File: src/rtl/riscv_muldiv.sv
// riscv_muldiv: iterative RV32M multiply/divide unit, one bit per cycle, single-cycle write-back pulse.
// Divider datapath is built only when RISCV_MULDIV_DIV_EN is defined; otherwise divide ops return 0.
module riscv_muldiv #(
    parameter int XLEN = 32
) (
    input  logic              clk,
    input  logic              rst,
    input  logic              ce,
    input  logic              start,
    input  logic [2:0]        funct3,
    input  logic [XLEN-1:0]   rs1D,
    input  logic [XLEN-1:0]   rs2D,
    input  logic [4:0]        rdIn,
    output logic              busy,
    output logic              done,
    output logic              RWr,
    output logic [4:0]        rdOut,
    output logic [XLEN-1:0]   WBDat
);
    typedef enum logic [1:0] {IDLE, RUN, DONE} state_t;
    state_t state, state_nx;
    logic [2:0]        op;
    logic [4:0]        rd_q;
    logic [XLEN-1:0]   a, b, res_q, fast_res, abs_a, abs_b, mul_res, res;
    logic [2*XLEN-1:0] acc, acc_nx, mul_nx, prod;
    logic [XLEN:0]     mul_sum;
    logic [5:0]        cnt;
    logic              neg_a, neg_b, sa, sb, fast;
    assign sa    = rs1D[XLEN-1] & (funct3[2] ? !funct3[0] : (funct3[1:0] != 2'b11));
    assign sb    = rs2D[XLEN-1] & (funct3[2] ? !funct3[0] : !funct3[1]);
    assign abs_a = sa ? -rs1D : rs1D;
    assign abs_b = sb ? -rs2D : rs2D;
`ifdef RISCV_MULDIV_DIV_EN
    logic [XLEN+1:0]   div_diff;
    logic [2*XLEN-1:0] div_nx;
    logic [XLEN-1:0]   q, r, div_res;
    assign fast     = funct3[2] && (rs2D == '0 || (!funct3[0] && rs1D == 32'h8000_0000 && rs2D == 32'hFFFF_FFFF));
    assign fast_res = (rs2D == '0) ? (funct3[1] ? rs1D : '1) : (funct3[1] ? '0 : 32'h8000_0000);
    // Restoring step: shift {rem,quot} left, keep the trial difference when it does not borrow.
    assign div_diff = {1'b0, acc[2*XLEN-1:XLEN-1]} - {2'b0, b};
    assign div_nx   = {div_diff[XLEN+1] ? acc[2*XLEN-2:XLEN-1] : div_diff[XLEN-1:0], acc[XLEN-2:0], !div_diff[XLEN+1]};
    assign acc_nx   = op[2] ? div_nx : mul_nx;
    assign q        = acc_nx[XLEN-1:0];
    assign r        = acc_nx[2*XLEN-1:XLEN];
    assign div_res  = op[1] ? (neg_a ? -r : r) : ((neg_a ^ neg_b) ? -q : q);
    assign res      = op[2] ? div_res : mul_res;
`else
    assign fast     = funct3[2];
    assign fast_res = '0;
    assign acc_nx   = mul_nx;
    assign res      = mul_res;
`endif
    // Shift-add: add multiplicand into the upper half, then shift the whole accumulator right.
    assign mul_sum = {1'b0, acc[2*XLEN-1:XLEN]} + {1'b0, (b[0] ? a : '0)};
    assign mul_nx  = {mul_sum, acc[XLEN-1:1]};
    assign prod    = (neg_a ^ neg_b) ? -acc_nx : acc_nx;
    assign mul_res = (op[1:0] == 2'b00) ? prod[XLEN-1:0] : prod[2*XLEN-1:XLEN];
    always_comb begin
        state_nx = state;
        state_nx = (state == IDLE) ? (start ? (fast ? DONE : RUN) : IDLE)
                 : (state == RUN)  ? ((cnt == 6'd31) ? DONE : RUN)
                 : IDLE;
    end
    always_ff @(posedge clk or posedge rst) begin
        if (rst) state <= IDLE;
        else if (ce) state <= state_nx;
    end
    always_ff @(posedge clk or posedge rst) begin
        if (rst) begin
            op    <= '0;
            rd_q  <= '0;
            a     <= '0;
            b     <= '0;
            acc   <= '0;
            cnt   <= '0;
            neg_a <= 1'b0;
            neg_b <= 1'b0;
            res_q <= '0;
        end else if (ce) begin
            if (state == IDLE && start) begin
                op    <= funct3;
                rd_q  <= rdIn;
                neg_a <= sa;
                neg_b <= sb;
                a     <= abs_a;
                b     <= abs_b;
                acc   <= funct3[2] ? {{XLEN{1'b0}}, abs_a} : '0;
                cnt   <= '0;
                if (fast) res_q <= fast_res;
            end else if (state == RUN) begin
                acc <= acc_nx;
                b   <= op[2] ? b : b >> 1;
                cnt <= cnt + 6'd1;
                if (cnt == 6'd31) res_q <= res;
            end
        end
    end
    assign busy  = state != IDLE;
    assign done  = state == DONE;
    assign RWr   = done && rd_q != 5'd0;
    assign rdOut = rd_q;
    assign WBDat = res_q;
endmodule

File: config.mk
export PLATFORM = sky130hd
export DESIGN_NAME = riscv_muldiv
export DESIGN_NICKNAME = d
export VERILOG_FILES = /design/src/rtl/riscv_muldiv.sv
export SDC_FILE = /design/constraint.sdc
export NUM_CORES = 1
export LEC_CHECK = 0
export BUFFER_PORTS_ARGS = -buffer_cell sky130_fd_sc_hd__buf_2
export CORE_ASPECT_RATIO = 0.6
export CORE_MARGIN = 2
export CORE_UTILIZATION = 60
export DETAILED_ROUTE_END_ITERATION = 8
export GPL_TIMING_DRIVEN = 0
export PLACE_DENSITY = 0.81
export SLEW_MARGIN = 20
export SYNTH_ARGS = -nofsm -noshare
export SYNTH_HDL_FRONTEND = slang
export SYNTH_SLANG_ARGS = --single-unit
File: constraint.sdc
create_clock -name clk -period 7.3 [get_ports clk]
set_input_delay 1.46 -clock clk [delete_from_list [all_inputs] [get_ports clk]]
set_output_delay 1.46 -clock clk [all_outputs]
set_load 0.03 [all_outputs]
==> results of run 1 <==
-- flip-flops by register name (all words and copies together) (netlist names) --
register,count
acc,63
WBDat,32
a,32
b,32
cnt,6
rdOut,5
op,3
state,2
neg_a,1
neg_b,1
-- cell type report --
type | instances | area, um2 | area share
Antenna cell | 3 | 7.51 | 0.000538
Buffer | 94 | 394 | 0.0283
Clock buffer | 18 | 429 | 0.0308
Clock inverter | 14 | 160 | 0.0115
Inverter | 18 | 75.1 | 0.00538
Multi-Input combinational cell | 1250 | 7500 | 0.538
Sequential cell | 177 | 4430 | 0.318
Tap cell | 273 | 342 | 0.0245
Timing Repair Buffer | 117 | 608 | 0.0436
-- power breakdown --
part           total (mW)  switching (mW)  internal, mW  leakage (nW)
clock               0.959           0.470         0.489         0.290
sequential           1.55           0.269          1.28          2.33
combinational        2.11            1.42         0.698          3.46
-- cells by family (layout without fill, tap and decap cells) --
| kind of cell | count (synthesis) | after routing | synth area share |
|---|---|---|---|
| buf+inv | 112 | 261 | 0.0373 |
| fa+ha+maj | 37 | 37 | 0.0380 |
| xor+xnor | 135 | 135 | 0.0961 |
| mux | 8 | 8 | 0.00657 |
| flops | 177 | 177 | 0.358 |
| other cells | 0 | 3 | 0 |
| simple gates | 590 | 590 | 0.228 |
| compound gates | 480 | 480 | 0.236 |
-- worst paths after layout --
check | end | startpoint | cells past startpoint
worst max-delay path | WBDat[26] | b[0] | 14
worst min-delay path | a[30] | a[30] | 2
worst max register to register | WBDat[26] | b[0] | 14
worst min register to register | a[30] | a[30] | 2
max in group asynchronous | WBDat[8] | rst | 3
min in group asynchronous | b[15] | rst | 2
-- cells in the final DEF (no fill, tap or decap), types with 19 or more instances in the layout --
master	count
nand2_1	225
clkbuf_1	84
a21oi_1	122
o21ai_0	159
xnor2_1	51
or3_1	19
nor2_1	123
nand3_1	56
ha_1	36
xor2_1	82
dfrtp_1	177
o21ai_1	31
a22oi_1	26
and2_1	38
buf_2	118
o31ai_1	20
nor3_1	30
-- worst max-delay path: stages, from the launching register on --
cell and delay, ns:
dfrtp_1 0.48, clkbuf_1 0.34, and2_1 0.25, ha_1 0.24
fa_1 0.41, a21o_1 0.27, a221oi_4 0.45, nor4_1 0.16
nor3_4 0.43, a311o_1 0.27, o211ai_1 0.31, a2111oi_2 1.05
nand3_1 0.32, or3_1 0.38, nand3_1 0.08
-- metrics by stage --
step / worst slack, ns / setup TNS (ns)
2_1_floorplan: 1.04 / 0
3_3_place_gp: -1.03 / -178.88
3_5_place_dp: 2.15 / 0
4_1_cts: 2.14 / 0
5_1_grt: 1.68 / 0
6_report: 1.81 / 0
-- routing by layer --
layer  wire (um)  vias to the layer above  part of all wire
li1            -                     5820                 -
met1       18700                     6107              0.44
met2       16300                      775              0.39
met3        6460                       67              0.15
met4         733                        2             0.017
met5          13                        -           0.00031
==> results.md, run 1 <==
- Drt drc: 0
- Sequential fraction of the synthesis area: 0.358
- Total gr overflow: 0
- Post-CTS Setup Inserts: 0
- Post-Syn Area: 12400 um2
- Antenna Nets Post-Route: 0
- Non-Filler Cell Area, Final: roughly 14000 um2
- GP Congestion: 0.998
- Clock slew at reported path FFs: ~0.090 ns
- Detail Placement HPWL: about 33000 um
- Worst hold margin: about 0.48 ns
- PortBufs: 114
- Critical Path RT: between 7 and 8 ns
- GRT Total Usage: 0.390
- Synth cell count leaders: nand2_1, dfrtp_1, o21ai_0, nor2_1, a21oi_1
- # rows: 40
- Setup crit start kind: flop
- Final slew viol count: 0
- GR Layer Usage met3: 0.164
- RSZ-0062 raised after global routing: false
- Synth top area share: 0.358
- Static Leak: 6.08 nW
- Pin count of the biggest net entering global routing: between 90 and 100
- Final hold viol count: 0
- Crit end category: flop
- Clock sinks: approximately 180
- Vias/cell: 6.50
- Die width: between 150 and 200 um
- DR iter-0 viols: 1617
- Layout Nets: around 1800
- Drt pass-1 iters: 5
- DRT Wirelength: about 42000 um
- Final worst path period share: 0.752
- Peak VDD IR: 0.209 mV
- Async SR Flop Fraction: 1.00
- Worst-Margin Slew: about 1.1 ns
- Post-DR wirelength/cell: ~21 um
- Met2 global-route usage: 0.510
- I/O pin total: 116
- Clock skew: roughly 0.021 ns
- CTS H-tree lvls: 4
- DP Cell Count: around 1900
- Cell accounting for the most synthesized area: dfrtp_1
- Max-Cap Viols: 0
- Mean Syn Cell Area: 8.04 um2
- WP data arrival: ~5.9 ns
- Min Clock Period, post-route: between 5 and 6 ns
- Yosys warns: 0
- Die area: about 22000 um2
- Die Y: between 100 and 150 um
- Clock root buffer: clkbuf_16
- Synth-to-Final Area Change: 12.7%
- Power, Total: ~4.6 mW
- Final cell count without fillers: 1964
- Flop-to-flop setup slack: about 1.8 ns
- Ys flop type: dfrtp_1
- Synth Net Count: approximately 1700
- Clock Tree Buf Depth: 2
- Slew headroom: 0.246
- Starting Density: 0.615
- Final Setup Violations: 0
- Post-layout util: 0.693
- Status: finished clean
- Achievable Freq: 182 MHz
- Cts bufs inserted: 17
- Number of library cell types mapped by synthesis: 87
- Global-route met1 utilization: 0.586
- Vias in the first global route: 11400
- Critical Path Fanout Max: 10
- Layout cell share with drive strength beyond 1: 0.116
- CTS tree: yes
- Top post-synthesis cells by area: dfrtp_1, nand2_1, o21ai_0, xor2_1, a21oi_1
- Initial antenna violation count: 4
- Worst skew pair latency: around 0.46 ns
- Top-count cell post-synth: nand2_1
- Yosys reg bits: between 150 and 200
- Post-CTS resize count: 0
- Total number of vias: between 10000 and 15000
- Busiest grt layer: met1
- Crit Path Class: reg -> reg
- First-pass GRT wire length: around 64000 um
- # fillers: between 1500 and 2000
- Dpl cell area: between 10000 and 15000 um2
- Core ar.: ~20000 um2
- Number of flops mapped to enable cells by yosys: 0
- Hold Buf Count CTS: 0
- Gate Count Post-Synth: around 1500
- Hold Path Class: reg -> reg
- PD cells: ~330 nW/um2
No activity file was read; power rests on OpenSTA's default activity.
==> run 2: changes to the inputs <==
--- a/config.mk
+++ b/config.mk
@@ -5,13 +5,14 @@
 export SDC_FILE = /design/constraint.sdc
 export NUM_CORES = 1
 export LEC_CHECK = 0
+export ABC_AREA = 1
 export BUFFER_PORTS_ARGS = -buffer_cell sky130_fd_sc_hd__buf_2
 export CORE_ASPECT_RATIO = 0.6
 export CORE_MARGIN = 2
-export CORE_UTILIZATION = 60
+export CORE_UTILIZATION = 56
 export DETAILED_ROUTE_END_ITERATION = 8
 export GPL_TIMING_DRIVEN = 0
-export PLACE_DENSITY = 0.81
+export PLACE_DENSITY = 0.78
 export SLEW_MARGIN = 20
 export SYNTH_ARGS = -nofsm -noshare
 export SYNTH_HDL_FRONTEND = slang
==> constraint.sdc (replaced) <==
create_clock -name clk -period 4.6 [get_ports clk]
set_input_delay 0.92 -clock clk [delete_from_list [all_inputs] [get_ports clk]]
set_output_delay 0.92 -clock clk [all_outputs]
set_load 0.03 [all_outputs]
==> run 2 against run 1 <==
Register-to-register slack lost 1.6 ns. Count of clock-buffer cells in the layout shrank 1. Clock power grew 52%. Global-route usage shrank 0.27 points. Wire length grew 22%. Largest power group unchanged. Worst setup slack lost 1.6 ns.
==> results.md, run 2 <==
- Min-delay src: WBDat[24] (was a[30])
- Synth Net Count: 2298 (was 1652)
- Initial antenna violation count: 0 (was 4)
- Sequential fraction of the synthesis area: 0.317 (was 0.358)
- Status: finished clean (unchanged)
- Number of library cell types mapped by synthesis: 48 (was 87)
- Post-CTS Setup Inserts: 0 (unchanged)
- # rows: 44 (was 40)
- Starting Density: 0.574 (was 0.615)
- Vias in the first global route: 13600 (was 11400)
- Top-count cell post-synth: nand2_1 (unchanged)
- Drt drc: 0 (unchanged)
- Ys flop type: dfrtp_1 (unchanged)
- Final worst path period share: 0.966 (was 0.752)
- Gate Count Post-Synth: 2185 (was 1539)
- Clock skew: 0.0147 ns (was 0.0214 ns)
- Largest Register: acc (unchanged)
- Layout Nets: 2438 (was 1788)
- Most frequent cells in the layout: nand2_1, inv_1, nor2_1 (was nand2_1, dfrtp_1, o21ai_0)
- Worst-Margin Slew: 0.926 ns (was 1.12 ns)
- Setup crit start kind: flop (unchanged)
- I/O pin total: 116 (unchanged)
- WP data arrival: 4.78 ns (was 5.89 ns)
- Post-Syn Area: 14000 um2 (was 12400 um2)
- Hold Buf Count CTS: 0 (unchanged)
- RSZ-0062 raised after global routing: false (unchanged)
- WHS Path Cells: 2 (unchanged)
- Yosys warns: 0 (unchanged)
- Most used cell, CP: nand2_1 (was nand3_1)
- Antenna Nets Post-Route: 0 (unchanged)
- Synth cell count leaders: nand2_1, inv_1, nor2_1, dfrtp_1, nand3_1 (was nand2_1, dfrtp_1, o21ai_0, nor2_1, a21oi_1)
- Core ar.: 24300 um2 (was 20100 um2)
- Crit end category: flop (unchanged)
- Max reg flops: 63 (unchanged)
- PD cells: 678 nW/um2 (was 331 nW/um2)
- Most common cell after layout, fill and taps aside: nand2_1 (unchanged)
- Clock slew at reported path FFs: 0.08 ns (was 0.09 ns)
- Cts bufs inserted: 17 (unchanged)
- Max-Cap Viols: 0 (unchanged)
- Critical Path Fanout Max: 10 (unchanged)
- Detail Placement HPWL: 42300 um (was 32900 um)
- PortBufs: 115 (was 114)
- Slowest cell delay on critical path: 0.59 ns (was 1.05 ns)
- Worst skew pair latency: 0.46 ns (about the same)
- R2R Path Start: b[0] (unchanged)
- Flop-to-flop setup slack: 0.16 ns (was 1.81 ns)
- Hold Path Class: reg -> reg (unchanged)
- Final Setup Violations: 0 (unchanged)
- GRT Total Usage: 0.388 (was 0.390)
- Number of flops mapped to enable cells by yosys: 0 (unchanged)
- Power, Total: 10.6 mW (was 4.62 mW)
- GP Congestion: 0.987 (was 0.998)
- First-pass GRT wire length: 77900 um (was 64400 um)
- Clock Tree Buf Depth: 2 (unchanged)
- Pin count of the biggest net entering global routing: 33 (was 94)
- Mean Syn Cell Area: 6.39 um2 (was 8.04 um2)
- CTS tree: yes (unchanged)
- Drt pass-1 iters: 9 (was 5)
- Synth-to-Final Area Change: 12.1% (was 12.7%)
- Worst Hold Endpoint: WBDat[24] (was a[30])
- CTS H-tree lvls: 4 (unchanged)
- Crit Path Class: reg -> reg (unchanged)
- Post-DR wirelength/cell: 19.4 um (was 21.5 um)
- Multi-input gate area: 8060 um2 (was 7500 um2)
- Slew headroom: 0.383 (was 0.246)
- Final slew viol count: 0 (unchanged)
- Min Clock Period, post-route: 4.44 ns (was 5.49 ns)
- Peak VDD IR: 0.411 mV (was 0.209 mV)
- Async SR Flop Fraction: 1.00 (unchanged)
- Vias/cell: 5.85 (was 6.50)
- Critical Path, Cell by Cell: clkbuf_1 > clkbuf_2 > nand2_1 > inv_1 > ha_1 > fa_1 > nor2_2 > nand3_1 > inv_1 > nand2_1 > nor2_2 > nand2_2 > nor2_2 > nand2_2 > nand2_2 > nand2_1 > nand2_1 > nand3_1 > nand3_1 > nand2_1 (was clkbuf_1 > and2_1 > ha_1 > fa_1 > a21o_1 > a221oi_4 > nor4_1 > nor3_4 > a311o_1 > o211ai_1 > a2111oi_2 > nand3_1 > or3_1 > nand3_1)
- DR iter-0 viols: 2211 (was 1617)
- Die width: 208 um (was 189 um)
- End of the worst register-to-register path: WBDat[21] (was WBDat[26])
- Post-CTS resize count: 0 (unchanged)
- Yosys reg bits: 177 (unchanged)
- Die Y: 126 um (was 115 um)
- Critical Path RT: 4.94 ns (was 7.70 ns)
- Total number of vias: 15600 (was 12800)
- Die area: 26200 um2 (was 21800 um2)
- # fillers: 2271 (was 1698)
- Synth top area share: 0.317 (was 0.358)
- Top post-synthesis cells by area: dfrtp_1, nand2_1, inv_1, nand3_1, o21ai_0 (was dfrtp_1, nand2_1, o21ai_0, xor2_1, a21oi_1)
- Setup TNS: 0 ns (unchanged)
- Final hold viol count: 0 (unchanged)
- Clock sinks: 177 (unchanged)
- R2R cell count: 20 (was 14)
- Register area: 4430 um2 (unchanged)
- Achievable Freq: 225 MHz (was 182 MHz)
- Cell accounting for the most synthesized area: dfrtp_1 (unchanged)
- Static Leak: 8.39 nW (was 6.08 nW)
- Total gr overflow: 0 (unchanged)
- Antenna fix cells: 0 (was 3)
- CP max stage cell: fa_1 (was a2111oi_2)
- Clock root buffer: clkbuf_16 (unchanged)
- DRT Wirelength: 51600 um (was 42200 um)
- Layout cell share with drive strength beyond 1: 0.122 (was 0.116)
## run 2: cell count changes after synthesis, moves of 32 or more
cell,previous run,this run
nand2_2,2,34
and2_1,38,5
inv_1,18,302
xor2_1,82,32
o221ai_1,6,39
xnor2_1,52,20
nand2_1,225,735
nor2_1,123,184
nand3_1,56,150
a21oi_1,122,62
## run 2: critical path, delay by kind of cell (launching register included)
| family | cells | cell delay [ns] |
|---|---|---|
| flip-flops | 1 | 0.33 |
| adder cells (fa/ha/maj) | 2 | 0.92 |
| AND/OR/NAND/NOR | 14 | 2.11 |
| buffers and inverters | 4 | 0.95 |
## run 2: cell families after synthesis
| kind of cell | share of synthesized area |
|---|---|
| buffers and inverters | 0.106 |
| adders and majority gates | 0.0337 |
| xor gates and xnor gates | 0.0350 |
| DFF | 0.317 |
| AOI/OAI and AO/OA | 0.124 |
| and+or+nand+nor | 0.384 |
## run 2: power by group
group	leakage, nW	switching (mW)	internal, mW
clock network	0.278	0.737	0.718
registers	2.31	0.346	2.08
logic	5.81	4.78	1.95
## run 2: layer usage
| metal | GRT usage | vias to the layer above | part of all wire |
|---|---|---|---|
| met4 | 0.0897 | 2 | 0.018 |
| met2 | 0.481 | 962 | 0.36 |
| met1 | 0.619 | 7278 | 0.46 |
| met5 | 0 | - | 0.0018 |
| met3 | 0.139 | 64 | 0.15 |
| li1 | - | 7250 | - |
## run 2: metrics by stage
| step | util | std cells | hold WS [ns] | setup WS, ns | instance area [um2] |
|---|---|---|---|---|---|
| final | 0.643 | 2660 | 0.473 | 0.158 | 15700 |
| after global placement | 0.614 | 2622 | 0.459 | 0.195 | 14900 |
| after global routing | 0.643 | 2660 | 0.486 | 0.0926 | 15700 |
| after floorplan | - | 2185 | 0.444 | 1.41 | 14000 |
| after detailed placement | 0.619 | 2628 | 0.460 | 0.124 | 15100 |
| after CTS | 0.643 | 2660 | 0.478 | 0.0617 | 15600 |
## run 2: worst max-delay path by stage
stage	depth (start not counted)	slack (ns)	start	endpoint
global placement	18	0.20	b[0]	WBDat[29]
detailed placement	20	0.12	b[0]	WBDat[21]
CTS	20	0.06	b[0]	WBDat[21]
finish	20	0.16	b[0]	WBDat[21]
global route	18	0.09	b[0]	WBDat[29]
floorplan	1	1.41	rst	WBDat[0]
## run 2: area by class of cell
type | instances | area share
tap | 322 | 0.0257
buffer | 66 | 0.0163
inverter | 325 | 0.0783
multi-input combinational | 1617 | 0.515
clock inverter | 15 | 0.00975
sequential | 177 | 0.283
clock buffer | 17 | 0.0272
timing repair buffer | 121 | 0.0449
==> run 3: changes to the inputs <==
--- a/config.mk
+++ b/config.mk
@@ -9,10 +9,9 @@
 export BUFFER_PORTS_ARGS = -buffer_cell sky130_fd_sc_hd__buf_2
 export CORE_ASPECT_RATIO = 0.6
 export CORE_MARGIN = 2
-export CORE_UTILIZATION = 56
+export CORE_UTILIZATION = 30
 export DETAILED_ROUTE_END_ITERATION = 8
 export GPL_TIMING_DRIVEN = 0
-export PLACE_DENSITY = 0.78
 export SLEW_MARGIN = 20
 export SYNTH_ARGS = -nofsm -noshare
 export SYNTH_HDL_FRONTEND = slang
==> run 3 against run 2 <==
Fmax grew 0.11%. Sequential share of layout area decreased by 0.70 points. Register-to-register slack hardly changed. Clock power up 4%. Design area up 2.5%. Sequential power about the same. Count of clock-buffer cells in the layout increased by 1. Utilization down 30 points. Largest power group unchanged. Highest routed layer is now met4.
==> results.md, run 3 (synthesis results as in run 2) <==
- Status: finished clean (unchanged)
- Max reg flops: 63 (unchanged)
- I/O pin total: 116 (unchanged)
- PortBufs: 115 (unchanged)
- Largest Register: acc (unchanged)
- Final worst path period share: 0.965 (was 0.966)
- Setup TNS: 0 ns (unchanged)
- Peak VDD IR: 0.259 mV (was 0.411 mV)
- DP Cell Count: 2936 (was 2628)
- DRT Wirelength: 54900 um (was 51600 um)
- Die Y: 171 um (was 126 um)
- Total gr overflow: 0 (unchanged)
- GP Congestion: 0.971 (was 0.987)
- Total number of vias: 15300 (was 15600)
- DR iter-0 viols: 1967 (was 2211)
- Critical Path Fanout Max: 10 (unchanged)
- Final slew viol count: 0 (unchanged)
- Cts bufs inserted: 17 (unchanged)
- Setup crit start kind: flop (unchanged)
- Die width: 282 um (was 208 um)
- Core ar.: 46100 um2 (was 24300 um2)
- Vias/cell: 5.14 (was 5.85)
- Flop pwr share: 0.229 (was 0.228)
- Clock root buffer: clkbuf_16 (unchanged)
- Critical Path RT: 4.96 ns (was 4.94 ns)
- Worst skew pair latency: 0.47 ns (was 0.46 ns)
- Total net switching power: 5.89 mW (was 5.86 mW)
- Most frequent cells in the layout: nand2_1, inv_1, nor2_1 (unchanged)
- WP data arrival: 4.80 ns (was 4.78 ns)
- Clock Tree Buf Depth: 2 (unchanged)
- Most common cell after layout, fill and taps aside: nand2_1 (unchanged)
- Min Clock Period, post-route: 4.44 ns (about the same)
- First-pass GRT wire length: 81700 um (was 77900 um)
- Die area: 48300 um2 (was 26200 um2)
- Clock skew: 0.0128 ns (was 0.0147 ns)
- Clk pwr share: 0.143 (was 0.137)
- # rows: 61 (was 44)
- RSZ-0062 raised after global routing: false (unchanged)
- Vias in the first global route: 13200 (was 13600)
- Internal power: 4.76 mW (was 4.74 mW)
- Max-Cap Viols: 0 (unchanged)
- Final Setup Violations: 0 (unchanged)
- Logic pwr share: 0.628 (was 0.634)
- Crit Path Class: reg -> reg (unchanged)
- Clock sinks: 177 (unchanged)
- Achievable Freq: 225 MHz (about the same)
- Antenna Nets Post-Route: 0 (unchanged)
- GRT Total Usage: 0.227 (was 0.388)
- Static Leak: 8.40 nW (was 8.39 nW)
- Layout Nets: 2437 (was 2438)
- Layout cell share with drive strength beyond 1: 0.122 (about the same)
- CTS H-tree lvls: 4 (unchanged)
- Starting Density: 0.303 (was 0.574)
- Final cell count without fillers: 2968 (was 2660)
- Detail Placement HPWL: 46100 um (was 42300 um)
- Post-CTS Setup Inserts: 0 (unchanged)
- Post-DR wirelength/cell: 18.5 um (was 19.4 um)
- Hold Path Class: in -> async (was reg -> reg)
- Drt drc: 0 (unchanged)
- Crit end category: flop (unchanged)
- Pin count of the biggest net entering global routing: 34 (was 33)
- Drt pass-1 iters: 7 (was 9)
- Slew headroom: 0.368 (was 0.383)
- Initial antenna violation count: 1 (was 0)
- Sw Share: 0.553 (about the same)
- PD cells: 664 nW/um2 (was 678 nW/um2)
- Clock slew at reported path FFs: 0.08 ns (about the same)
- Worst-Margin Slew: 0.948 ns (was 0.926 ns)
- Final hold viol count: 0 (unchanged)
- Synth-to-Final Area Change: 15.0% (was 12.1%)
- CTS tree: yes (unchanged)
run 3: cell count changes in the layout (fill, tap and decap cells not counted), sizes merged:
| cell | change |
|---|---|
| inv | +3 |
| diode | +1 |
| clkinv | -3 |
| clkinvlp | -1 |
run 3: worst paths after layout:
path                                 from         to  slack (ns)  cells after the start
worst max-delay path                 b[0]  WBDat[29]        0.16                     17
worst min-delay path                  rst     cnt[4]        0.46                      2
worst max register to register       b[0]  WBDat[29]        0.16                     17
worst min register to register  WBDat[22]  WBDat[22]        0.48                      2
max in group asynchronous             rst  WBDat[31]        2.97                      6
min in group clk                WBDat[22]  WBDat[22]        0.48                      2
run 3: power by group through the flow:
stage | clock network (mW) | logic, mW | registers (mW)
floorplan | 0 | 4.58 | 2.38
global placement | 0 | 6.39 | 2.43
detailed placement | 0 | 6.48 | 2.44
CTS | 1.54 | 6.51 | 2.42
global route | 1.61 | 7.40 | 2.50
finish | 1.52 | 6.69 | 2.44
run 3: cell type report:
class / instances / area [um2]
Fill cell: 5080 / 30100
Multi-Input combinational cell: 1617 / 8060
Sequential cell: 177 / 4430
Inverter: 325 / 1220
Tap cell: 630 / 788
Timing Repair Buffer: 121 / 696
Clock buffer: 18 / 439
Buffer: 65 / 251
Clock inverter: 14 / 160
Antenna cell: 1 / 2.50
run 3: through the flow:
stage	worst slack [ns]	area (um2)	power, mW	hold WS, ns	util
after global placement	0.130	15300	8.83	0.463	0.332
after floorplan	1.41	14000	6.96	0.444	-
after global routing	0.0975	16000	11.5	0.485	0.348
final	0.163	16000	10.6	0.460	0.348
after CTS	0.152	16000	10.5	0.462	0.348
after detailed placement	0.180	15400	8.92	0.462	0.335
run 3: what timing repair did:
action,4_1_cts,5_1_grt
setup endpoints to repair,0,19
hold buffers,0,0
gates resized for setup,0,3
run 3: worst max-delay path, cell delays in order (launching register included):
cell and delay [ns]:
dfrtp_1 0.60, clkbuf_2 0.38, nand2_1 0.09, inv_1 0.08, ha_1 0.30, fa_1 0.55
nor2_1 0.41, nand3_1 0.21, inv_1 0.11, nand2_1 0.19, nor2_2 0.32, nand4_1 0.29
nor2_1 0.29, nand2_1 0.15, nand3_1 0.10, nand3_1 0.10, nand2_1 0.11, nand2_1 0.06
run 3: layer usage:
metal | vias up | GRT usage | share of wire
met2 | 738 | 0.272 | 0.36
met4 | 0 | 0.0432 | 0.010
met3 | 37 | 0.0761 | 0.13
met5 | - | 0 | 0
li1 | 7249 | - | -
met1 | 7236 | 0.371 | 0.51
